<file path="src/rtl/single_midi_out.sv">
// MIDI 8N1 transmitter: handshake FIFO, optional running-status
// compression, LSB-first serialiser with registered line output.
module single_midi_out #(
  parameter int BYTE_W         = 8,
  parameter int MIDI_BAUD      = 31250,
  parameter int SYSCLK_F       = 48000000,
  parameter int FIFO_DEPTH     = 4,
  parameter int RUNNING_STATUS = 1
) (
  input  logic                          sys_clk,
  input  logic                          sys_rst_n,
  input  logic [BYTE_W-1:0]             data_tx,
  input  logic                          tx_valid,
  output logic                          tx_ready,
  output logic                          MIDI_OUT,
  output logic                          busy,
  output logic [$clog2(FIFO_DEPTH):0]   fifo_level,
  output logic                          sent_strobe
);

  localparam int CLKS_PER_BIT = SYSCLK_F / MIDI_BAUD;
  localparam int CNT_W =
    (CLKS_PER_BIT > 1) ? $clog2(CLKS_PER_BIT) : 1;
  localparam int PTR_W = $clog2(FIFO_DEPTH);
  localparam int LVL_W = PTR_W + 1;
  localparam int BIT_W = $clog2(BYTE_W);

  localparam logic [CNT_W-1:0] CNT_LAST =
    CNT_W'(CLKS_PER_BIT - 1);
  localparam logic [CNT_W-1:0] CNT_PRE =
    CNT_W'(CLKS_PER_BIT - 2);
  localparam logic [BIT_W-1:0] BIT_LAST = BIT_W'(BYTE_W - 1);
  localparam logic [LVL_W-1:0] LVL_FULL = LVL_W'(FIFO_DEPTH);

  typedef enum logic [1:0] {
    IDLE,
    START,
    DATA,
    STOP
  } state_e;

  state_e             state_q, state_d;
  logic [CNT_W-1:0]   cnt_q, cnt_d;
  logic [BIT_W-1:0]   bit_q, bit_d;
  logic [BYTE_W-1:0]  shift_q, shift_d;
  logic               midi_q, midi_d;
  logic               sent_q, sent_d;
  logic [BYTE_W-1:0]  ls_q, ls_d;
  logic               ls_vld_q, ls_vld_d;

  logic [BYTE_W-1:0]  mem_q [FIFO_DEPTH];
  logic [BYTE_W-1:0]  mem_d [FIFO_DEPTH];
  logic [PTR_W-1:0]   wr_q, wr_d;
  logic [PTR_W-1:0]   rd_q, rd_d;
  logic [LVL_W-1:0]   lvl_q, lvl_d;

  logic               full;
  logic               push;
  logic               pop;
  logic [BYTE_W-1:0]  head;
  logic [3:0]         hi;
  logic               is_chan;
  logic               is_common;
  logic               drop;

  assign full     = (lvl_q == LVL_FULL);
  assign tx_ready = !full;
  assign push     = tx_valid && !full;
  assign pop      = (state_q == IDLE) && (lvl_q != '0);
  assign head     = mem_q[rd_q];

  // Classify the FIFO head: channel-voice status or system common.
  assign hi        = head[BYTE_W-1 -: 4];
  assign is_chan   = head[BYTE_W-1] && (hi != 4'hF);
  assign is_common = (hi == 4'hF) && !head[BYTE_W-5];
  assign drop      = (RUNNING_STATUS != 0) && is_chan &&
                     ls_vld_q && (head == ls_q);

  assign MIDI_OUT    = midi_q;
  assign sent_strobe = sent_q;
  assign fifo_level  = lvl_q;
  assign busy        = (state_q != IDLE) || (lvl_q != '0);

  // FIFO pointer, storage and occupancy next-state.
  always_comb begin
    mem_d = mem_q;
    wr_d  = wr_q;
    rd_d  = rd_q;
    lvl_d = lvl_q;
    if (push) begin
      mem_d[wr_q] = data_tx;
      wr_d        = wr_q + PTR_W'(1);
    end
    if (pop) begin
      rd_d = rd_q + PTR_W'(1);
    end
    case ({push, pop})
      2'b10:   lvl_d = lvl_q + LVL_W'(1);
      2'b01:   lvl_d = lvl_q - LVL_W'(1);
      default: lvl_d = lvl_q;
    endcase
  end

  // Frame sequencer, running-status tracking and line driver.
  always_comb begin
    state_d  = state_q;
    cnt_d    = cnt_q;
    bit_d    = bit_q;
    shift_d  = shift_q;
    midi_d   = midi_q;
    sent_d   = 1'b0;
    ls_d     = ls_q;
    ls_vld_d = ls_vld_q;
    case (state_q)
      IDLE: begin
        midi_d = 1'b1;
        if (pop) begin
          unique case (1'b1)
            is_chan: begin
              ls_d     = head;
              ls_vld_d = 1'b1;
            end
            is_common: ls_vld_d = 1'b0;
            default: ;
          endcase
          if (!drop) begin
            shift_d = head;
            state_d = START;
            cnt_d   = '0;
            midi_d  = 1'b0;
          end
        end
      end
      START: begin
        if (cnt_q == CNT_LAST) begin
          state_d = DATA;
          cnt_d   = '0;
          bit_d   = '0;
          midi_d  = shift_q[0];
        end else begin
          cnt_d = cnt_q + CNT_W'(1);
        end
      end
      DATA: begin
        if (cnt_q == CNT_LAST) begin
          cnt_d = '0;
          if (bit_q == BIT_LAST) begin
            state_d = STOP;
            midi_d  = 1'b1;
          end else begin
            bit_d   = bit_q + BIT_W'(1);
            shift_d = shift_q >> 1;
            midi_d  = shift_q[1];
          end
        end else begin
          cnt_d = cnt_q + CNT_W'(1);
        end
      end
      STOP: begin
        midi_d = 1'b1;
        sent_d = (cnt_q == CNT_PRE);
        if (cnt_q == CNT_LAST) begin
          state_d = IDLE;
          cnt_d   = '0;
        end else begin
          cnt_d = cnt_q + CNT_W'(1);
        end
      end
      default: begin
        state_d = IDLE;
        midi_d  = 1'b1;
      end
    endcase
  end

  // State registers; reset aborts any frame and idles the line.
  always_ff @(posedge sys_clk or negedge sys_rst_n) begin
    if (!sys_rst_n) begin
      state_q  <= IDLE;
      cnt_q    <= '0;
      bit_q    <= '0;
      shift_q  <= '0;
      midi_q   <= 1'b1;
      sent_q   <= 1'b0;
      ls_q     <= '0;
      ls_vld_q <= 1'b0;
      wr_q     <= '0;
      rd_q     <= '0;
      lvl_q    <= '0;
      for (int i = 0; i < FIFO_DEPTH; i++) begin
        mem_q[i] <= '0;
      end
    end else begin
      state_q  <= state_d;
      cnt_q    <= cnt_d;
      bit_q    <= bit_d;
      shift_q  <= shift_d;
      midi_q   <= midi_d;
      sent_q   <= sent_d;
      ls_q     <= ls_d;
      ls_vld_q <= ls_vld_d;
      wr_q     <= wr_d;
      rd_q     <= rd_d;
      lvl_q    <= lvl_d;
      mem_q    <= mem_d;
    end
  end

endmodule

</file>
<file path="config.mk">
export PLATFORM = sky130hd
export DESIGN_NAME = single_midi_out
export DESIGN_NICKNAME = d
export VERILOG_FILES = /design/src/rtl/single_midi_out.sv
export SDC_FILE = /design/constraint.sdc
export NUM_CORES = 1
export LEC_CHECK = 0
export ABC_AREA = 1
export CAP_MARGIN = 20
export CELL_PAD_IN_SITES_DETAIL_PLACEMENT = 1
export CELL_PAD_IN_SITES_GLOBAL_PLACEMENT = 1
export CORE_AREA = 2 2 102 128
export CTS_CLUSTER_DIAMETER = 120
export CTS_CLUSTER_SIZE = 8
export DETAILED_ROUTE_END_ITERATION = 8
export DIE_AREA = 0 0 104 130
export PLACE_DENSITY = 0.58
export SLEW_MARGIN = 20
export SYNTH_ARGS = -nofsm -noshare
export SYNTH_HDL_FRONTEND = slang
export SYNTH_SLANG_ARGS = --single-unit
</file>
<file path="constraint.sdc">
create_clock -name sys_clk -period 2.25 [get_ports sys_clk]
set_input_delay 0.45 -clock sys_clk [delete_from_list [all_inputs] [get_ports sys_clk]]
set_output_delay 0.45 -clock sys_clk [all_outputs]
set_load 0.005 [all_outputs]
</file>
# Yosys cells after proc, flatten, opt, wreduce, memory -nomap -nowiden
# Cells that the tools add are included.
[word_totals] ff_bits=74 in_bits=11 latch_bits=0 mem_bits_rw=0 mem_bits_ro=0 n_memories=0
[classes] muxes=35 n_addsub=6 eq_ne=19 shifts=0 n_lt_le_gt_ge=3 n_bitwise=2 n_reduce_logical=25 mul=0 div_mod_pow=0
[ops] op="8-bit two-way mux" n=7
[ops] op="11-bit two-way mux" n=3
[ops] op="32-bit bitwise mux" n=1
[ops] op="11-bit equality test, second input constant" n=2
[ops] op="11-bit case mux with 2 select lines" n=1
[ops] op="8-bit binary-select mux with 2-bit select" n=1
[ops] op="8-bit demux with 2-bit select" n=1
[ops] op="8-bit case mux with 2 select lines" n=1
[ops] op="2-bit != test, second input constant" n=7
[ops] op="2-bit two-way mux" n=6
[ops] op="3-bit case mux with 2 select lines" n=2
[ops] op="11-bit by 1-bit adder with 11-bit output, second input constant" n=1
[ops] op="2-bit nonzero test" n=5
[ops] op="3-bit two-way mux" n=3
[ops] op="8-bit equality test" n=1
[ops] op="2-bit case mux with 4 select lines" n=1
[ops] op="1-bit logical AND" n=7
[ops] op="3-bit by 1-bit adder with 3-bit output, second input constant" n=2
[ops] op="2-bit equality test, second input constant" n=3
[ops] op="3-bit equality test, second input constant" n=2
[ops] op="3-bit >= comparator, second input constant" n=2
[ops] op="1-bit two-way mux" n=6
[ops] op="2-bit inverter with 3-bit output" n=2
[ops] op="3-bit AND reduction" n=2
[ops] op="17 further kinds" n=21

# Longest topological paths before layout
# Gate-level depths: netlist of the first run.
[logic_depth] ltp_word=11 ltp_mapped=16 depth_no_buf=13

# Worst setup path before layout of the first run
# Ideal clock, no wire load.
[synth_timing] path_kind="flip-flop to flip-flop" from="register state_q[0]" to="register lvl_q[2], in the netlist fifo_level[2]" arrival_time_ns=2.136 n_path_buf=0 t_required_ns=2.171 path_stages_with_launch=12 setup_ns=0.079 path_slack_ns=0.034 path_cell_list="dfrtp_1 inv_1 ha_1 clkinv_1 a31oi_4 ha_1 inv_1 fa_1 nor2_1 nor2_1 nand2_1 xor2_1"
[synth_via] elab_chain_len=4 word_cells_on_any_way=6 cone_classes="eq/ne (2); mux (1); reduce/logical (3)"
[synth_lines] element="start: declaration" line="42" source="state_e state_q, state_d;"
[synth_lines] element="start signal: assignment" line="194" source="state_q <= state_d;"
[synth_lines] element="2-bit logical NOT *" line="69" source="assign pop = (state_q == IDLE) && (lvl_q != '0);"
[synth_lines] element="1-bit logical AND *" line="69"
[synth_lines] element="2-bit by 1-bit equality test with 1-bit output or 2-bit equality test (tied branches)" line="97" source="case ({push, pop})"
[synth_lines] element="3-bit case mux with 2 select lines or 2-bit nonzero test (tied branches)"
[synth_lines] element="end signal: assignment" line="204" source="lvl_q <= lvl_d;"
[synth_lines] element="end: declaration" line="55" source="logic [LVL_W-1:0] lvl_q, lvl_d;"
# Mark *: on every way between the ends. The rest lies on a longest branch, timed or not.
# A chain may end at the register's enable or synchronous reset.

# Worst setup path in the final report of the first run
[layout_timing] from="register state_q[1]" to="output port busy"
[layout_via] elab_chain_len=2
[layout_lines] element="2-bit nonzero test" line="82" source="assign busy = (state_q != IDLE) || (lvl_q != '0);"
[layout_lines] element="1-bit logical OR" line="82"
[layout_lines] element="end: declaration" line="16" source="output logic busy,"
# No other way between the ends.

==> impl_metrics.ini, run 1 <==
[outcome]
status = completed

[floorplanning]
core_sq_mm = 0.01243
io-pin-count = 18
rows = 46
die_y_um = 130
initial_core_util_pct = 30.96
die-area_sq_mm = 0.01352
die_x_um = 104

[critical_path]
r2r-start = state_q[1]
ff2ff_setup_slack_ps = 260
crit_path_end = busy
worstPathArrival_ps = 1600
worst_r2r_endpoint = fifo_level[2]
required_ps = 1800
critPathLaunch = state_q[1]
cp_max_fo = 7
crit_type = reg2out
start_kind = flip-flop
ff2ff_path_depth = 11
end_kind = primary output

[global_route]
antenna_found_initial = 0
grt-ovfl-total = 0
use_met1_pct = 18.94
grtUsageMet3_pct = 2.897
grt_pass1_wl_um = 17220
grt_busiest_layer = met2
grt_max_degree = 32
first_global_vias = 3437
grtUsageTotal_pct = 15.91
use_met2_pct = 29.06

[drt]
wl_per_cell_um = 14.41
drc = 0
drt-pass1-iter-count = 4
drtIter0Drc = 85
viasPerCell = 4.717
antenna_left = 0
routed-via-count = 3189
routed_wl_um = 9740

[finish]
seqCellArea_sq_mm = 0.001853
multi_input_area_sq_mm = 0.001764
num_antenna_cells = 0
nNetsFinal = 528
drive_above_1_share_pct = 11.61
finalNonFillerCells = 676
syn2layout_area_growth_pct = 20.25
fill_cells = 1533

[place]
io_buffers = 17
hpwl_um = 7180
placed_cells = 660
place_congestion = 0.7605

[synth]
synth_area_leaders = dfrtp_1 47%, nand2_1 16%, o21ai_0 6.8%
synth_cell_type_count = 32
yosys.area.top_type = dfrtp_1
synth-seq-cells = 74
synth_cells = 474
syn_nets = 499
mappedNetlistArea_sq_mm = 0.003849
synth_area_per_cell_sq_um = 8.120
synth_top_area_share_pct = 47.46
synth_warnings = 0
ys_seq_area_share_pct = 48.15

[clocking]
cts_sinks = 74
ctsLongestPathBuffers = 2
hold_buffers = 0
clk_pin_slew_ps = 60
root_buffer = clkbuf_16
clk-insertion-delay-late_ps = 330
cts_made_buffers = 9
cts.htree.levels = 3
cts_tree = yes

[timing]
setup_tns_ps = 0
period_share_pct = 91.26
finClkSkew_ps = 6.540
relSlewSlack_pct = 64.38
rsz0062_at_grt = no
max_freq_mhz = 487.0
finalHoldViolCount = 0
timing.final.max_slew_violations = 0
setup_viol = 0
tightest_slew_ps = 532.9
hold_ws_ps = 24.91
fin_crit_ps = 2053

[job]
cap_violations = 0

[power]
p_leak_nw = 2.190
ir_drop_mv = 0.4917
p_total_mw = 4.566
power_density_mw_per_mm2 = 986.6

[hold_path]
hold_path_class = in2async
-- synthesized netlist by cell type --
cell	number
nor3_1	5
fa_1	1
buf_6	3
buf_4	2
or2_2	5
nand3_1	33
inv_1	36
xnor2_1	2
a31oi_1	1
xor2_1	5
dfstp_2	1
clkbuf_1	7
buf_2	2
a21oi_1	4
and3b_1	1
ha_1	13
a32o_1	2
nand3_2	6
nor2_2	2
o22ai_2	1
o21ai_0	52
inv_4	2
dfrtp_1	73
nand2_2	5
nand4_1	15
clkinv_1	1
nor4_1	2
nor2_1	14
o21ai_1	8
nand2_1	167
nand3b_1	2
a31oi_4	1
-- layout by cell type, fill, tap and decap left out, types with 6 or more instances in the layout --
cell             Yosys  routed
buf_4                2      14
clkbuf_16            0       9
clkdlybuf4s50_1      0      15
dfrtp_1             73      73
ha_1                13      12
inv_1               36      36
nand2_1            167     167
nand3_1             33      33
nand3_2              6       6
nand4_1             15      15
nor2_1              14      13
o21ai_0             52      52
o21ai_1              8       8
-- what timing repair did --
action | in CTS | in global routing
setup endpoints to repair | 1 | 4
buffers inserted | 0 | 0
gates resized for setup | 2 | 4
-- worst max-delay path, stage by stage, from the launching register on --
cell and delay (ps):
dfrtp_1 410, inv_1 100, ha_1 200, buf_4 180
nand4_1 200, clkbuf_2 180
-- layer usage --
| metal | up-vias | wire length (um) |
|---|---|---|
| li1 | 1606 | - |
| met1 | 1558 | 4476 |
| met2 | 17 | 4983 |
| met3 | 8 | 159 |
| met4 | 0 | 121 |
| met5 | - | 0 |
-- per-stage QoR --
step	setup WS [ps]	area, sq um	util, %
after floorplan	34.44	3849	-
after global placement	174.3	4279	34.42
after detailed placement	172.5	4279	34.42
after CTS	61.93	4628	37.23
after global routing	24.57	4628	37.23
final	196.7	4628	37.23
-- flip-flops by register name, indices dropped and copies added (netlist names) --
signal       count
MIDI_OUT         1
bit_q            3
cnt_q           11
fifo_level       3
ls_q             8
ls_vld_q         1
mem_q           32
rd_q             2
sent_strobe      1
shift_q          8
state_q          2
wr_q             2
-- area by class of cell --
cell class / count / share of cell area, %
multi-input cells: 347 / 38.12
inverters: 39 / 3.271
clock buffers: 9 / 4.866
well taps: 168 / 4.542
clock inverters: 7 / 2.676
flip-flops and latches: 74 / 40.04
repair buffers: 32 / 6.488
-- where the power goes --
part           total (mW)  switching, mW  internal, mW
sequential           1.84          0.197          1.64
combinational        1.04          0.630         0.409
clock                1.69          0.594          1.09
-- logic make-up (layout without fill, tap and decap cells) --
group | Yosys count | after routing | synth area share (%)
buffers and inverters | 53 | 87 | 6.144
AOI/OAI and AO/OA | 69 | 69 | 9.883
adders and majority gates | 14 | 14 | 4.747
xor gates and xnor gates | 7 | 7 | 1.593
and+or+nand+nor | 257 | 257 | 29.49
DFF | 74 | 74 | 48.15
-- worst min-delay path by stage --
stage / from / slack (ps) / endpoint
floorplan: sys_rst_n / 150 / bit_q[0]
global placement: sys_rst_n / 400 / cnt_q[4]
detailed placement: sys_rst_n / 400 / cnt_q[4]
CTS: sys_rst_n / 30 / cnt_q[4]
global route: sys_rst_n / 40 / cnt_q[4]
finish: sys_rst_n / 20 / cnt_q[4]
Power figures use the tool's default switching activity.
==> run 2, diff against run 1 <==
--- a/config.mk
+++ b/config.mk
@@ -14,6 +14,7 @@
 export CTS_CLUSTER_SIZE = 8
 export DETAILED_ROUTE_END_ITERATION = 8
 export DIE_AREA = 0 0 104 130
+export HOLD_SLACK_MARGIN = 0.08
 export PLACE_DENSITY = 0.58
 export SLEW_MARGIN = 20
 export SYNTH_ARGS = -nofsm -noshare
==> run 2 against run 1 <==
Combinational power about the same. Register-to-register slack about the same. Non-clock buffer count up 1. Die area unchanged. Core utilization up 0.081 points. Via count up 0.19%. Global-route usage unchanged. Cell count up 0.15%. Critical endpoint unchanged. Highest routed layer unchanged.
==> impl_metrics.ini, run 2 (synthesis gave the netlist of run 1 again) <==
[outcome]
status = completed

[drt]
routed_wl_um = 9752
routed-via-count = 3195
antenna_left = 0
drtIter0Drc = 83
drt-pass1-iter-count = 5
wl_per_cell_um = 14.40
viasPerCell = 4.719
drc = 0

[place]
place_congestion = 0.7605
placed_cells = 660
hpwl_um = 7180
dpl_worst_slack_ps = 172.5
io_buffers = 17

[critical_path]
start_kind = flip-flop
required_ps = 1800
end_kind = primary output
ff2ff_setup_slack_ps = 260
critPathLaunch = state_q[1]
crit_type = reg2out
worst_r2r_endpoint = fifo_level[2]
cp_max_fo = 7
r2r-start = state_q[1]
worstPathArrival_ps = 1600
ff2ff_path_depth = 11

[finish]
num_antenna_cells = 0
seqCellArea_sq_mm = 0.001853
top_register = mem_q
drive_above_1_share_pct = 11.59
finalNonFillerCells = 677
final_cell_mix = 167 x nand2_1, 73 x dfrtp_1, 52 x o21ai_0
largest_register_ffs = 32
final_common_cell = nand2_1
multi_input_area_sq_mm = 0.001764
final_core_util_pct = 37.31
syn2layout_area_growth_pct = 20.51
nNetsFinal = 529
fill_cells = 1532
top_regs = mem_q: 32 flops, cnt_q: 11 flops

[power]
power_frac_comb_pct = 22.8
p_leak_nw = 2.194
ir_drop_mv = 0.4916
p_sw_share_pct = 31.13
p_total_mw = 4.569
pwr-share-seq_pct = 40.3
p_sw_mw = 1.423
p_clk_share_pct = 36.9
intPower_mw = 3.147
power_density_mw_per_mm2 = 985.2

[global_route]
grt_pass1_wl_um = 17220
antenna_found_initial = 0
grt-ovfl-total = 0
grtUsageTotal_pct = 15.91
grt_max_degree = 32
first_global_vias = 3437

[hold_path]
hold_path_class = reg2reg
holdPathStages = 2
holdCritStartpoint = ls_q[7]
hold_end = ls_q[7]

[clocking]
root_buffer = clkbuf_16
cts.htree.levels = 3
cts_tree = yes
clk_pin_slew_ps = 60
cts_made_buffers = 9
clk-insertion-delay-late_ps = 340
ctsLongestPathBuffers = 2
cts_sinks = 74

[timing]
finalHoldViolCount = 0
timing.final.max_slew_violations = 0
rsz0062_at_grt = no
max_freq_mhz = 487.6
setup_slack_ps = 199.2
period_share_pct = 91.15
fin_crit_ps = 2051
finClkSkew_ps = 6.255
setup_tns_ps = 0
relSlewSlack_pct = 64.33
setup_viol = 0
tightest_slew_ps = 533.7

[floorplanning]
initial_core_util_pct = 30.96
die_y_um = 130
rows = 46
die-area_sq_mm = 0.01352
io-pin-count = 18
die_x_um = 104
core_sq_mm = 0.01243

[job]
cap_violations = 0
run 2: cell types whose count changed in the layout (fill, tap and decap cells not counted), sizes merged:
cell	delta
dlygate4sd3	+1
run 2: worst max path at each step:
stage                         end  cells past startpoint
global placement             busy                      5
CTS                          busy                      5
detailed placement  fifo_level[2]                      9
finish                       busy                      5
floorplan           fifo_level[2]                     11
global route             cnt_q[3]                     11
run 2: routing by layer:
| metal | wire [um] | vias to the layer above | track usage (%) | part of all wire, % |
|---|---|---|---|---|
| met2 | 4981 | 18 | 29.06 | 51 |
| met5 | 0 | - | 0 | 0 |
| met4 | 135 | 0 | 5.485 | 1.4 |
| met1 | 4465 | 1559 | 18.94 | 46 |
| met3 | 169 | 10 | 2.897 | 1.7 |
| li1 | - | 1608 | - | - |
run 2: layout make-up:
cell class                      instances  share of cell area (%)
Clock buffer                            9                   4.856
Sequential cell                        74                   39.95
Timing Repair Buffer                   33                   6.690
Tap cell                              168                   4.532
Multi-Input combinational cell        347                   38.04
Clock inverter                          7                   2.671
Inverter                               39                   3.264
run 2: worst max-delay path, stage by stage, from the launching register on:
cell and delay [ps]:
dfrtp_1 410, inv_1 100, ha_1 200, buf_4 180, nand4_1 200, clkbuf_2 180
run 2: repair_timing:
| item | in CTS | in global routing |
|---|---|---|
| hold endpoints to repair | 23 | 0 |
| gates cloned | 0 | 0 |
| buffers inserted | 0 | 0 |
| hold buffers | 1 | 0 |
| resized for setup | 2 | 4 |
| endpoints found under the setup margin | 1 | 4 |
run 2: stage by stage:
step / area [sq um] / hold slack, ps
finish: 4638 / 464.3
global route: 4638 / 487.0
CTS: 4638 / 471.0
detailed placement: 4279 / 397.7
global placement: 4279 / 397.5
floorplan: 3849 / 154.4
run 2: power groups by stage:
| stage | clock [mW] | sequential [mW] | combinational, mW |
|---|---|---|---|
| after floorplan | 0 | 1.80 | 0.723 |
| after global placement | 0 | 1.86 | 1.05 |
| after detailed placement | 0 | 1.87 | 1.07 |
| after CTS | 1.74 | 1.84 | 1.08 |
| after global routing | 1.79 | 1.88 | 1.24 |
| final | 1.69 | 1.84 | 1.04 |
==> run 3, diff against run 2 <==
--- a/config.mk
+++ b/config.mk
@@ -16,7 +16,6 @@
 export DIE_AREA = 0 0 104 130
 export HOLD_SLACK_MARGIN = 0.08
 export PLACE_DENSITY = 0.58
-export SLEW_MARGIN = 20
 export SYNTH_ARGS = -nofsm -noshare
 export SYNTH_HDL_FRONTEND = slang
 export SYNTH_SLANG_ARGS = --single-unit
==> results of run 3 <==
The final DEF is identical to that of run 2; final timing and power are the same.
